File: config.mk
export PLATFORM = sky130hd
export DESIGN_NAME = parity_check_rx
export DESIGN_NICKNAME = d
export VERILOG_FILES = /design/src/rtl/parity_pkg.sv /design/src/rtl/parity_tree.sv /design/src/rtl/parity_check_rx.sv
export SDC_FILE = /design/constraint.sdc
export NUM_CORES = 1
export LEC_CHECK = 0
export BUFFER_PORTS_ARGS = -buffer_cell sky130_fd_sc_hd__buf_2
export CAP_MARGIN = 0
export CORE_MARGIN = 2
export CORE_UTILIZATION = 53
export DETAILED_ROUTE_END_ITERATION = 8
export GPL_TIMING_DRIVEN = 1
export PLACE_DENSITY = 0.79
export SKIP_CTS_REPAIR_TIMING = 1
export SLEW_MARGIN = 25
export SYNTH_ARGS = -nofsm -noshare
export SYNTH_HDL_FRONTEND = slang
export SYNTH_SLANG_ARGS = --single-unit
File: constraint.sdc
create_clock -name clk -period 2.39 [get_ports clk]
set_input_delay 0.239 -clock clk [delete_from_list [all_inputs] [get_ports clk]]
set_output_delay 0.239 -clock clk [all_outputs]
set_load 0.01 [all_outputs]
File: src/rtl/parity_pkg.sv
// parity_pkg: receiver FSM state encoding and shared error-counter width.
package parity_pkg;
  localparam int ERR_COUNT_WIDTH = 16;
  typedef enum logic [1:0] {IDLE, DATA, PARITY, STOP} rx_state_t;
endpackage

File: src/rtl/parity_tree.sv
// parity_tree: combinational XOR reduction over a data word, shared by rx and tx.
module parity_tree #(
  parameter int WIDTH = 8
) (
  input  logic [WIDTH-1:0] i_data,
  output logic             o_parity
);
  assign o_parity = ^i_data;
endmodule

File: src/rtl/parity_check_rx.sv
// parity_check_rx: serial frame receiver (start, data LSB first, parity, stop) with parity/framing check and saturating error count.
module parity_check_rx
  import parity_pkg::*;
#(
  parameter int DATA_WIDTH = 8,
  parameter bit ODD_PARITY = 1'b0
) (
  input  logic                       clk,
  input  logic                       reset,
  input  logic                       rx_bit,
  input  logic                       rx_en,
  input  logic                       err_clr,
  input  logic                       err_load,
  input  logic [ERR_COUNT_WIDTH-1:0] err_load_val,
  output logic [DATA_WIDTH-1:0]      data_out,
  output logic                       data_valid,
  output logic                       parity_err,
  output logic                       frame_err,
  output logic [ERR_COUNT_WIDTH-1:0] err_count,
  output logic                       busy
);
  localparam int CW = DATA_WIDTH > 1 ? $clog2(DATA_WIDTH) : 1;
  rx_state_t                  r_state;
  logic [CW-1:0]              r_cnt;
  logic [DATA_WIDTH-1:0]      r_shift;
  logic [DATA_WIDTH-1:0]      r_data;
  logic                       r_par;
  logic                       r_valid;
  logic                       r_perr;
  logic                       r_ferr;
  logic [ERR_COUNT_WIDTH-1:0] r_err_cnt;
  logic                       w_data_par;
  logic                       w_stop;
  logic                       w_perr;
  logic                       w_bad;
  parity_tree #(.WIDTH(DATA_WIDTH)) u_tree (
    .i_data   (r_shift),
    .o_parity (w_data_par)
  );
  assign w_stop = rx_en && r_state == STOP;
  assign w_perr = w_data_par ^ r_par ^ ODD_PARITY;
  assign w_bad  = w_perr | ~rx_bit;
  // Results are registered on the stop strobe so they appear together with the valid pulse.
  always_ff @(posedge clk) begin
    if (reset) begin
      r_state   <= IDLE;
      r_cnt     <= '0;
      r_shift   <= '0;
      r_data    <= '0;
      r_par     <= 1'b0;
      r_valid   <= 1'b0;
      r_perr    <= 1'b0;
      r_ferr    <= 1'b0;
      r_err_cnt <= '0;
    end else begin
      r_valid <= w_stop;
      if (rx_en) begin
        case (r_state)
          IDLE: begin
            if (!rx_bit) begin
              r_state <= DATA;
              r_cnt   <= '0;
            end
          end
          DATA: begin
            r_shift[r_cnt] <= rx_bit;
            r_cnt          <= r_cnt + 1'b1;
            if (r_cnt == CW'(DATA_WIDTH - 1)) r_state <= PARITY;
          end
          PARITY: begin
            r_par   <= rx_bit;
            r_state <= STOP;
          end
          default: begin
            r_state <= IDLE;
            r_data  <= r_shift;
            r_perr  <= w_perr;
            r_ferr  <= ~rx_bit;
          end
        endcase
      end
      if (err_clr) r_err_cnt <= '0;
      else if (err_load) r_err_cnt <= err_load_val;
      else if (w_stop && w_bad && r_err_cnt != '1) r_err_cnt <= r_err_cnt + 1'b1;
    end
  end
  assign data_out   = r_data;
  assign data_valid = r_valid;
  assign parity_err = r_perr;
  assign frame_err  = r_ferr;
  assign err_count  = r_err_cnt;
  assign busy       = r_state != IDLE;
endmodule

==> impl.org <==
** Logic synthesis
- Cell area after synthesis :: 0.002127 sq mm
- Number of synthesis warnings :: 0
- The commonest cells after synthesis are 41 x sky130_fd_sc_hd__dfxtp_1, 35 x sky130_fd_sc_hd__nand2_1, 28 x sky130_fd_sc_hd__o21ai_0.
- Synth top area share :: 0.3859
- After synthesis the netlist holds a flip-flop and latch count of 41.
- Largest area contributor in the netlist :: sky130_fd_sc_hd__dfxtp_1
- Most common cell in the synthesized netlist :: sky130_fd_sc_hd__dfxtp_1
- The cell count after synthesis came out at 266.
- Synth Area per Inst :: 7.996 sq um
- Synthesized Nets :: 295
- Ranked by total cell area, the synthesized netlist is headed by sky130_fd_sc_hd__dfxtp_1 39%, sky130_fd_sc_hd__o21ai_0 6.6%, sky130_fd_sc_hd__nand2_1 6.2%.
- For this run, the register share of the synthesized area comes to 0.3859.
- Top_reg_cell synth :: sky130_fd_sc_hd__dfxtp_1
- In this run, distinct cell masters in the synthesized netlist total 39.
- Counting flops with a built-in enable in the synthesized netlist gives 0.
- Of all flip-flops after synthesis, the portion carrying an async set or reset was 0.

** Worst hold path
- The tightest min-delay check is of the in -> reg type.
- Hold wc startpoint :: err_load_val[5]

** Critical path
- The worst setup path is launched from a flip-flop.
- For the worst setup path, the data required time is 2610 ps.
- The worst setup path is captured at a flip-flop.
- Critical path start-end classification :: reg -> reg
- Start of the worst register-to-register path :: r_shift[4]
- Beginning of the critical path :: r_shift[4]
- STA puts the critical path data arrival time at 2460 ps.
- Crit-path max FO :: 26

** Clock tree
- Total CTS buffers :: 5
- The cell sitting at the root of the clock tree is a sky130_fd_sc_hd__clkbuf_8.
- Clock network latency to the later pin of the worst-skew pair :: 290 ps
- The clock passes through at most 2 buffers.
- The clock tree synthesis step divided the H-tree into 2 levels.
- After clock tree synthesis, the clock-pin slew on the worst setup and hold paths is 80 ps.
- Clock tree from TritonCTS :: yes
- Clock sink count :: 41

** Placed design
- The congestion estimate from routability-driven global placement came to 0.8659.
- Counting tap cells, the placed design contains a total of 356 instances.
- During placement, the flow inserted port buffers numbering 49.
- Place WS :: 208.4 ps
- The HPWL after detailed placement is 3448 um.

** Die
- Initial Utilization :: 0.5395
- During I/O placement, the number of pins put on the boundary was 50.
- Vertical die dimension :: 67.35 um
- Total core area :: 0.003943 sq mm
- In this run the core area contains 23 standard-cell rows.
- Total die area :: 0.004536 sq mm
- Chip Width :: 67.35 um

** Power
- Total power divided by cell area :: 596.8 mW/mm^2
- The design draws 1.517 mW.
- Worst vdd ir :: 0.2777 mV
- Leak Pwr :: 0.9909 nW

** STA
- Minimum clock period after layout :: 2236 ps
- The max-slew violation count is 0.
- Sum of negative setup slack :: 0 ps
- Portion of the clock cycle consumed by the worst path in the final layout :: 0.9355
- Setup repair after global routing left no endpoint under its margin.
- The clock arrives with 5.421 ps of skew.
- In this run the tightest slew margin relative to its limit is 0.5206.
- PnR worst setup slack :: 154.1 ps
- Final Hold Vio Count :: 0
- For the pin with the worst max-slew slack, the measured transition is 718.3 ps.
- Setup Viol. Count Final :: 0
- Fmax :: 447.2 MHz

** Cells and area
- Number of antenna cells inserted :: 0
- After the flow finishes, the layout carries non-filler instances totaling 364.
- Fin nets :: 342
- Of the cells placed in the final design, the portion with a size suffix greater than 1 is 0.2070.
- Layout area overhead :: 19.53%
- Share of the core filled with cells :: 0.6449

** Routing
- Aggregate routed wire length :: 4903 um
- Initial DRT Pass Iterations :: 4
- The detailed router finished its first iteration with 244 violations.
- In the final routed layout, each cell accounts on average for 13.47 um.
- Number of vias per cell :: 5.706
- After detailed routing, the number of remaining DRC violations is 0.
- Number of antenna-violating nets in the routed design :: 0
- Via count of the routed design :: 2077

** Global routing
- Overflow left after global routing :: 0
- Via count of the first global-routing pass :: 1818
- First-pass GRT wire length :: 8079 um
- For this run, the total global-route usage over all layers was measured as 0.2327.
- Entering global routing, the biggest net connects 30 pins.
- Antenna violations before repair :: 0

** Job
- Max-cap viol count :: 0

** Outcome
- Result of the run :: finished, final reports clean
worst max-delay path, cell delays in order (launching register included):
cell                      delay (ps)
sky130_fd_sc_hd__dfxtp_1         370
sky130_fd_sc_hd__xor2_1          150
sky130_fd_sc_hd__xnor3_2         480
sky130_fd_sc_hd__mux2_4          430
sky130_fd_sc_hd__or4_1           540
sky130_fd_sc_hd__a31oi_1         180
cells in the final DEF, fill, tap and decap left out, drive strengths merged, types with 2 or more instances in the layout:
| cell | count |
|---|---|
| nand2 | 35 |
| a21oi | 19 |
| and2 | 3 |
| xnor3 | 2 |
| bufinv | 2 |
| a31oi | 14 |
| and4 | 3 |
| nor2 | 23 |
| clkbuf | 5 |
| inv | 7 |
| nand2b | 3 |
| nor4 | 2 |
| o31ai | 8 |
| buf | 53 |
| xor2 | 2 |
| nand3 | 11 |
| ha | 7 |
| or4 | 9 |
| a32oi | 2 |
| xnor2 | 2 |
| nor3 | 4 |
| nor2b | 2 |
| o21ai | 29 |
| dfxtp | 41 |
| or3 | 3 |
| mux2i | 4 |
| nand4 | 7 |
state kept, by name, indices dropped and copies added, names as in the netlist:
name	cells
r_state	2
err_count	16
r_cnt	3
data_out	8
r_par	1
r_shift	8
parity_err	1
frame_err	1
data_valid	1
cells by family after synthesis:
group	synth area share
flops	0.3859
mux	0.02588
fa+ha+maj	0.04117
buf+inv	0.03882
compound gates	0.2112
simple gates	0.2588
xor+xnor	0.03824
power breakdown:
part / leakage [nW] / switching [mW] / internal [mW] / total, mW
sequential: 0.333 / 0.0228 / 0.699 / 0.722
clock: 0.0681 / 0.238 / 0.415 / 0.653
combinational: 0.590 / 0.0853 / 0.0569 / 0.142
stage by stage:
step	hold slack (ps)	cell area [sq um]
global placement	441.7	2409
floorplan	402.2	2127
global route	250.1	2542
CTS	234.3	2542
finish	244.3	2542
detailed placement	446.6	2409
area by class of cell:
cell class,instances,area (sq um)
clock buffer,5,68.82
fill,344,1400
inverter,7,26.28
clock inverter,3,65.06
tap,50,62.56
multi-input combinational,205,1224
timing repair buffer,53,275.3
sequential,41,820.8
path summary, 6_finish.rpt:
kind,to,slack (ps),cells past startpoint
setup / recovery,err_count[12],150,5
hold / removal,err_count[5],240,3
setup reg to reg,err_count[12],150,5
hold reg to reg,data_out[4],460,2
metal layers:
| metal | wire length, um | vias to the layer above | share of wire | global-route usage |
|---|---|---|---|---|
| li1 | - | 1064 | - | - |
| met4 | 52 | 0 | 0.011 | 0.08673 |
| met1 | 2365 | 946 | 0.48 | 0.3086 |
| met5 | 0 | - | 0 | 0 |
| met3 | 278 | 5 | 0.057 | 0.05000 |
| met2 | 2207 | 62 | 0.45 | 0.3713 |
(Power assumes the default switching activity.)
